`src/rtl/switch_sampler_if.sv`:
```
// Snapshot handshake bundle between the switch conditioner and its consumer.
// The producer drives data/valid/status and the consumer drives ready.
interface switch_sampler_if #(
  parameter int WIDTH = 5
);
  logic [WIDTH-1:0] o;
  logic [WIDTH-1:0] changed;
  logic             valid;
  logic             ready;
  logic             overrun;

  modport master (
    output o,
    output changed,
    output valid,
    output overrun,
    input  ready
  );

  modport slave (
    input  o,
    input  changed,
    input  valid,
    input  overrun,
    output ready
  );
endinterface

```
`src/rtl/switch_sampler.sv`:
```
// DIP switch conditioner: 2-flop sync, per-bit debounce, change detect,
// and a valid/ready snapshot offer with sticky overrun on merged changes.
module switch_sampler #(
  parameter int WIDTH           = 5,
  parameter int DEBOUNCE_CYCLES = 16
) (
  input  logic             clk,
  input  logic             resetn,
  input  logic [WIDTH-1:0] switches,
  switch_sampler_if.master bus
);

  localparam int CW = (DEBOUNCE_CYCLES > 2) ? $clog2(DEBOUNCE_CYCLES) : 1;
  localparam logic [CW-1:0] CNT_MAX = CW'(DEBOUNCE_CYCLES - 1);

  logic [WIDTH-1:0] s1;
  logic [WIDTH-1:0] s2;
  logic [WIDTH-1:0] stable;
  logic [CW-1:0]    cnt [WIDTH];

  logic [WIDTH-1:0] ev;
  logic [WIDTH-1:0] nxt;
  logic [WIDTH-1:0] diff;

  logic [WIDTH-1:0] o_q;
  logic [WIDTH-1:0] changed_q;
  logic             valid_q;
  logic             overrun_q;

  logic             ready;
  logic             take;

  assign ready = bus.ready;

  // Event only when a bit has disagreed for the full window.
  always_comb begin
    diff = s2 ^ stable;
    ev   = '0;
    for (int i = 0; i < WIDTH; i++) begin
      ev[i] = diff[i] && (cnt[i] == CNT_MAX);
    end
    nxt  = stable ^ ev;
    take = !valid_q || ready;
  end

  always_ff @(posedge clk) begin
    if (!resetn) begin
      s1     <= '0;
      s2     <= '0;
      stable <= '0;
      for (int i = 0; i < WIDTH; i++) begin
        cnt[i] <= '0;
      end
    end else begin
      s1     <= switches;
      s2     <= s1;
      stable <= nxt;
      for (int i = 0; i < WIDTH; i++) begin
        if (!diff[i] || ev[i]) begin
          cnt[i] <= '0;
        end else begin
          cnt[i] <= cnt[i] + CW'(1);
        end
      end
    end
  end

  always_ff @(posedge clk) begin
    if (!resetn) begin
      o_q       <= '0;
      changed_q <= '0;
      valid_q   <= 1'b0;
      overrun_q <= 1'b0;
    end else begin
      if (|ev) begin
        o_q     <= nxt;
        valid_q <= 1'b1;
        if (take) begin
          changed_q <= ev;
        end else begin
          // Consumer still holds the old snapshot: fold the new bits in.
          changed_q <= changed_q | ev;
          overrun_q <= 1'b1;
        end
      end else if (valid_q && ready) begin
        valid_q <= 1'b0;
      end
    end
  end

  assign bus.o       = o_q;
  assign bus.changed = changed_q;
  assign bus.valid   = valid_q;
  assign bus.overrun = overrun_q;

endmodule
```
`src/flat_wrapper.sv`:
```
// flat-port wrapper written by rule: the top's interface ports become plain ports
module switch_sampler_flat 
#(
  parameter int WIDTH           = 5,
  parameter int DEBOUNCE_CYCLES = 16
)
  (clk, resetn, switches, bus_o, bus_changed, bus_valid, bus_overrun, bus_ready);
  switch_sampler_if #(.WIDTH(WIDTH)) bus_i ();
  input  logic clk;
  input  logic resetn;
  input  logic [WIDTH-1:0] switches;
  output wire logic [$bits(bus_i.o)-1:0] bus_o;
  output wire logic [$bits(bus_i.changed)-1:0] bus_changed;
  output wire logic [$bits(bus_i.valid)-1:0] bus_valid;
  output wire logic [$bits(bus_i.overrun)-1:0] bus_overrun;
  input wire logic [$bits(bus_i.ready)-1:0] bus_ready;
  assign bus_o = bus_i.o;
  assign bus_changed = bus_i.changed;
  assign bus_valid = bus_i.valid;
  assign bus_overrun = bus_i.overrun;
  assign bus_i.ready = bus_ready;
  switch_sampler #(.WIDTH(WIDTH), .DEBOUNCE_CYCLES(DEBOUNCE_CYCLES)) u_core (.clk(clk), .resetn(resetn), .switches(switches), .bus(bus_i));
endmodule
```
`config.mk`:
```
export PLATFORM = sky130hd
export DESIGN_NAME = switch_sampler_flat
export DESIGN_NICKNAME = d
export VERILOG_FILES = /design/src/rtl/switch_sampler_if.sv /design/src/rtl/switch_sampler.sv /design/src/flat_wrapper.sv
export SDC_FILE = /design/constraint.sdc
export NUM_CORES = 1
export LEC_CHECK = 0
export BUFFER_PORTS_ARGS = -buffer_cell sky130_fd_sc_hd__buf_2
export CORE_ASPECT_RATIO = 0.8
export CORE_MARGIN = 2
export CORE_UTILIZATION = 55
export DETAILED_ROUTE_END_ITERATION = 6
export PLACE_DENSITY = 0.82
export SYNTH_ARGS = -nofsm -noshare
export SYNTH_HDL_FRONTEND = slang
export SYNTH_SLANG_ARGS = --single-unit
```
`constraint.sdc`:
```
create_clock -name clk -period 4.55 [get_ports clk]
set_clock_uncertainty 0.2 [all_clocks]
set_input_delay 0.91 -clock clk [delete_from_list [all_inputs] [get_ports clk]]
set_output_delay 0.91 -clock clk [all_outputs]
set_load 0.05 [all_outputs]
```
==> flow_metrics.py, run 1 <==
metrics = {
    "power_and_ir_drop": {
        "switchingPower_w": 0.000151,
        "internal_power_w": 0.000572,
        "pwr-share-comb_pct": 4.1,
        "design_power_total_w": 0.000723,
        "power.density_cell_area_mw_per_mm2": 320,
        "clock_power_share_pct": 32.4,
        "leakage_nw": 1.04,
        "ir_drop_mv": 0.286,
        "netSwitchingFraction_pct": 20.9,
        "power_frac_seq_pct": 63.5,
    },
    "timing": {
        "clock.fmax_mhz": 472,
        "drv_slew": 0,
        "grt_setup_unrepaired": "no",
        "setup_violations_final": 0,
        "hold_violations": 0,
        "worst_slew_margin_rel_pct": 64.6,
        "worst_max_slew_pin_slew_ns": 0.530,
        "final.period_utilization_pct": 46.6,
        "setup-tns-final_ns": 0,
        "finalWorstPathRequiredPeriod_ns": 2.12,
    },
    "global_routing": {
        "groute.usage.overall_pct": 15.7,
        "globalRouteOverflowTotal": 0,
        "grt_max_degree": 39,
        "grt_first_pass_wirelength_um": 4780,
        "grt_pass1_vias": 1140,
        "antenna_found_initial": 0,
    },
    "floorplanning": {
        "fp.dieH_um": 57.6,
        "floorplan.initialDensity_pct": 57.4,
        "rows": 19,
        "die-area_mm2": 0.00410,
        "core_mm2": 0.00345,
        "floorplan.io_pins": 20,
        "die_width_um": 71.1,
    },
    "worst_setup_path": {
        "slowest_stage": "sky130_fd_sc_hd__edfxtp_1",
        "critical_path_at_ns": 2.11,
        "crit_path_kind": "reg2reg",
        "cp_cell_instances": "ha_1 > nand3_1 > and2b_4 > nor4_4 > mux2_2",
        "crit_path_end_kind": "flop",
        "timing.critical_path.fanout_max": 6,
        "reg2reg_slack_ns": 2.43,
        "worst-endpoint-required_ns": 4.54,
        "critical_path.startpoint_type": "flop",
        "critical-path-max-stage-delay_ns": 0.42,
    },
    "layout": {
        "final_net_count": 227,
        "final_layout_size_suffix_gt1_share_pct": 16.3,
        "layout.filler_cells": 255,
        "area_of_all_sequential_standard_cells_mm2": 0.00114,
        "area.growth.synth_to_final_pct": 14.2,
        "fin_cells": 257,
        "diodes": 0,
        "multi_input_combinational_cell_area_um2": 871,
    },
    "placement": {
        "place_hpwl_um": 2110,
        "finalWeightedCongestion": 0.705,
        "io_buffers": 19,
        "place_inst": 249,
    },
    "detailed_routing": {
        "route.detailed.drc": 0,
        "total_iterations_of_the_first_detailed_routing_run": 4,
        "vias_per_cell": 4.74,
        "via_count": 1217,
        "drt_iter0_markers": 55,
        "postRouteAntennaNets": 0,
        "drt-total-wl_um": 2830,
        "routed_wire_length_per_instance_um": 11.0,
    },
    "synthesis": {
        "ys_top_cells_by_area": "sky130_fd_sc_hd__edfxtp_1, sky130_fd_sc_hd__dfxtp_1, sky130_fd_sc_hd__xor2_1",
        "post_synth_instance_area_mm2": 0.00198,
        "synthFlopType": "sky130_fd_sc_hd__dfxtp_1",
        "synthArstFlopShare_pct": 0,
        "netlist_instances": 174,
        "synth.top_cell.area_share_pct": 30.4,
        "yosysWarnings": 0,
        "post-synth-top-count-cell": "sky130_fd_sc_hd__dfxtp_1",
        "synth.cells.most_frequent": "sky130_fd_sc_hd__dfxtp_1, sky130_fd_sc_hd__nor2_1, sky130_fd_sc_hd__edfxtp_1",
        "yosysSeqAreaShare_pct": 57.7,
        "synthesis.area_per_instance_um2": 11.4,
        "synthDominantAreaCellType": "sky130_fd_sc_hd__edfxtp_1",
        "post_synth_edffs": 20,
        "yosys_register_bits": 47,
        "netlist_cell_types": 27,
    },
    "cts": {
        "clkSinkCount": 47,
        "ctsHtreeMaxLevel": 2,
        "path_clk_slew_ns": 0.08,
        "post_cts_buffers": 0,
        "post_cts_resized": 0,
        "clk_path_buf_depth": 2,
        "cts_tree": "yes",
        "hold_buffer_count_at_cts": 0,
        "clk-insertion-delay-late_ns": 0.30,
        "clk_root_buffer_cell": "sky130_fd_sc_hd__clkbuf_8",
        "cts-buffers-inserted": 5,
    },
    "outcome": {
        "status": "finished, final reports clean",
    },
    "hold_path": {
        "hold_path.class": "reg2reg",
    },
    "job": {
        "timing.max_cap.violations": 0,
    },
}
power groups by stage:
| stage | sequential [W] | clock [W] | combinational, W |
|---|---|---|---|
| 3_3_place_gp | 0.000468 | 0 | 0.0000290 |
| 4_1_cts | 0.000459 | 0.000241 | 0.0000297 |
| 3_5_place_dp | 0.000469 | 0 | 0.0000296 |
| 5_1_grt | 0.000461 | 0.000262 | 0.0000344 |
| 2_1_floorplan | 0.000467 | 0 | 0.0000232 |
| 6_report | 0.000459 | 0.000234 | 0.0000297 |
per-layer routing:
metal | global-route usage (%) | part of all wire, %
met2 | 24.0 | 43
met1 | 19.8 | 50
met3 | 7.13 | 6.4
met4 | 5.66 | 1.2
met5 | 0 | 0
worst paths after layout:
path	start	end	depth (start not counted)
hold reg to reg	u_core.s1[1]	u_core.s2[1]	1
hold / removal	u_core.s1[1]	u_core.s2[1]	1
setup reg to reg	u_core.cnt[0][0]	u_core.bus.o[1]	5
setup / recovery	u_core.cnt[0][0]	u_core.bus.o[1]	5
metrics by stage:
stage	area [um^2]	utilization (%)	hold slack (ns)	setup slack [ns]
after detailed placement	2180	63.2	0.221	2.43
final	2260	65.6	0.239	2.43
after floorplan	2050	-	0.212	2.58
after global routing	2260	65.6	0.267	2.31
after CTS	2260	65.6	0.239	2.42
after global placement	2180	63.2	0.215	2.48
layout by cell type, fill, tap and decap left out, drive strengths merged, types with 6 or more instances in the layout:
cell type,count
dfxtp,27
o21ai,6
edfxtp,20
nor2b,8
buf,19
nor2,22
xor2,15
nand3,15
clkbuf,7
conb,20
and2,15
layout make-up:
class                      instances  share of cell area (%)
sequential                        47                    50.5
multi-input combinational        136                    38.5
timing repair buffer              19                    4.21
clock buffer                       7                    3.38
tap                               42                    2.33
inverter                           5                   0.831
clock inverter                     1                   0.221
worst max-delay path, delay by kind of cell (launching register included):
kind | cells | cell delay, ns
muxes | 1 | 0.38
DFF | 1 | 0.42
adders and majority gates | 1 | 0.24
and+or+nand+nor | 3 | 0.77
flip-flops by register name, indices dropped and copies added (netlist names):
signal	count
u_core.s2	5
u_core.bus.overrun	1
u_core.stable	5
u_core.bus.o	5
u_core.bus.changed	5
u_core.s1	5
u_core.bus.valid	1
u_core.cnt	20
logic make-up (layout without fill, tap and decap cells):
kind of cell	Yosys count	after routing	share of synthesized area [%]
buffers and inverters	10	32	1.90
muxes	10	10	5.38
AOI/OAI and AO/OA	13	13	3.48
adders and majority gates	5	5	3.16
and+or+nand+nor	71	71	20.7
DFF	47	47	57.7
other	1	20	0.190
xor gates and xnor gates	17	17	7.53
Note: power is estimated with default switching activity, not from simulation.
==> run 2: changes to the inputs <==
clock period = 2.2 ns   (was 4.55 ns; I/O delays follow)
==> run 2 against run 1 <==
  * Combinational power up 110%
  * Total power up 120%
  * Clock power up 140%
  * First-iteration DRC count up 31%
  * Cell count up 0.78%
  * Non-clock buffer count up 2
  * Via count up 4.8%
  * Utilization up 0.98 points
  * Critical path depth up 1
  * Sequential share of layout area down 0.74 points
  * Global-route usage up 0.60 points
==> flow_metrics.py, run 2 (same netlist as run 1, synthesis figures left out) <==
metrics = {
    "placement": {
        "placement.setup.worst_slack_ns": 0.0733,
        "place_inst": 250,
        "io_buffers": 19,
        "finalWeightedCongestion": 0.721,
        "dpl-instance-area_mm2": 0.00219,
        "place_hpwl_um": 2060,
    },
    "layout": {
        "fin_cells": 259,
        "area.growth.synth_to_final_pct": 15.9,
        "most-common-layout-cells": "sky130_fd_sc_hd__dfxtp_1, sky130_fd_sc_hd__nor2_1, sky130_fd_sc_hd__edfxtp_1, sky130_fd_sc_hd__conb_1, sky130_fd_sc_hd__buf_2",
        "final_layout_size_suffix_gt1_share_pct": 17.5,
        "layout.filler_cells": 268,
        "diodes": 0,
        "final_net_count": 229,
        "multi_input_combinational_cell_area_um2": 871,
        "largest_register_ffs": 20,
        "area_of_all_sequential_standard_cells_mm2": 0.00114,
        "layout.cells.most_common": "sky130_fd_sc_hd__dfxtp_1",
        "regMostFlops": "u_core.cnt",
        "stdcell_area_mm2": 0.00229,
    },
    "timing": {
        "grt_setup_unrepaired": "no",
        "worst_max_slew_pin_slew_ns": 0.517,
        "finalWorstPathRequiredPeriod_ns": 2.11,
        "drv_slew": 0,
        "clock.fmax_mhz": 474,
        "setup-tns-final_ns": 0,
        "final.period_utilization_pct": 95.9,
        "worst_slew_margin_rel_pct": 65.5,
        "setup_violations_final": 0,
        "hold_violations": 0,
        "postLayoutSetupSlackWorst_ns": 0.0910,
    },
    "power_and_ir_drop": {
        "power_frac_seq_pct": 60.7,
        "ir_drop_mv": 0.524,
        "internal_power_w": 0.00125,
        "power.density_cell_area_mw_per_mm2": 682,
        "switchingPower_w": 0.000317,
        "design_power_total_w": 0.00156,
        "netSwitchingFraction_pct": 20.2,
        "leakage_nw": 1.06,
        "clock_power_share_pct": 35.3,
        "pwr-share-comb_pct": 4.0,
    },
    "detailed_routing": {
        "drt-total-wl_um": 2930,
        "via_count": 1276,
        "vias_per_cell": 4.93,
        "routed_wire_length_per_instance_um": 11.3,
        "postRouteAntennaNets": 0,
        "drt_iter0_markers": 72,
        "route.detailed.drc": 0,
        "total_iterations_of_the_first_detailed_routing_run": 4,
    },
    "global_routing": {
        "globalRouteOverflowTotal": 0,
        "groute.usage.overall_pct": 16.3,
        "antenna_found_initial": 0,
        "grt_pass1_vias": 1209,
        "grt_max_degree": 39,
        "grt_first_pass_wirelength_um": 5050,
    },
    "worst_setup_path": {
        "cp_cell_instances": "ha_1 > nand3_1 > and2b_4 > nor4_4 > buf_4 > mux2_2",
        "worst-endpoint-required_ns": 2.19,
        "slowest_stage": "sky130_fd_sc_hd__edfxtp_1",
        "crit_path_end_kind": "flop",
        "critical_path.startpoint_type": "flop",
        "crit_path_kind": "reg2reg",
        "critical-path-max-stage-delay_ns": 0.42,
        "critical_path_at_ns": 2.09,
        "timing.critical_path.fanout_max": 6,
    },
    "cts": {
        "clkSinkCount": 47,
        "ctsHtreeMaxLevel": 2,
        "post_cts_buffers": 0,
        "path_clk_slew_ns": 0.08,
        "clk-insertion-delay-late_ns": 0.29,
        "cts_tree": "yes",
        "cts-buffers-inserted": 5,
        "post_cts_resized": 0,
        "hold_buffer_count_at_cts": 0,
        "clk_root_buffer_cell": "sky130_fd_sc_hd__clkbuf_8",
        "clk_path_buf_depth": 2,
    },
    "floorplanning": {
        "die_width_um": 71.1,
        "fp.dieH_um": 57.6,
        "die-area_mm2": 0.00410,
        "rows": 19,
        "core_mm2": 0.00345,
        "floorplan.io_pins": 20,
        "floorplan.initialDensity_pct": 57.4,
    },
    "job": {
        "timing.max_cap.violations": 0,
    },
    "hold_path": {
        "hold_path.class": "in2reg",
    },
    "outcome": {
        "status": "finished, final reports clean",
    },
}
-- run 2: cell count changes in the layout (fill, tap and decap cells not counted), sizes merged --
cell / change
buf: +2
clkbuf: +1
clkinv: -1
-- run 2: worst max-delay path: cells and delay by family (launching register included) --
family | cells | cell delay [ns]
AND/OR/NAND/NOR | 3 | 0.62
flip-flops | 1 | 0.42
buffers and inverters | 1 | 0.19
multiplexers | 1 | 0.34
adder cells (fa/ha/maj) | 1 | 0.24
-- run 2: path summary, 6_finish.rpt --
path,start,end,slack (ns),depth (start not counted)
setup / recovery,u_core.cnt[0][0],u_core.bus.o[2],0.09,6
hold / removal,switches[1],u_core.s1[1],0.15,2
setup reg to reg,u_core.cnt[0][0],u_core.bus.o[2],0.09,6
hold reg to reg,u_core.s1[0],u_core.s2[0],0.24,1
-- run 2: through the flow --
stage	util (%)	hold slack, ns
finish	66.5	0.152
global route	66.5	0.142
CTS	66.3	0.144
detailed placement	63.4	0.219
global placement	63.4	0.215
floorplan	-	0.212
-- run 2: final cells by class --
class,instances,area share (%)
well taps,42,2.29
multi-input cells,136,38.0
flip-flops and latches,47,49.8
repair buffers,21,4.80
inverters,5,0.818
clock buffers,8,4.36
-- run 2: power by group through the flow --
stage	clock [W]	combinational [W]	sequential [W]
after CTS	0.000563	0.0000618	0.000950
final	0.000552	0.0000624	0.000949
after detailed placement	0	0.0000608	0.000970
after floorplan	0	0.0000479	0.000967
after global routing	0.000603	0.0000730	0.000953
after global placement	0	0.0000602	0.000969
-- run 2: per-layer routing --
metal  global-route usage, %  routed length (um)
met5                       0                   0
met4                    8.09                  24
met3                    4.52                 124
met2                    25.0                1330
met1                    21.6                1450
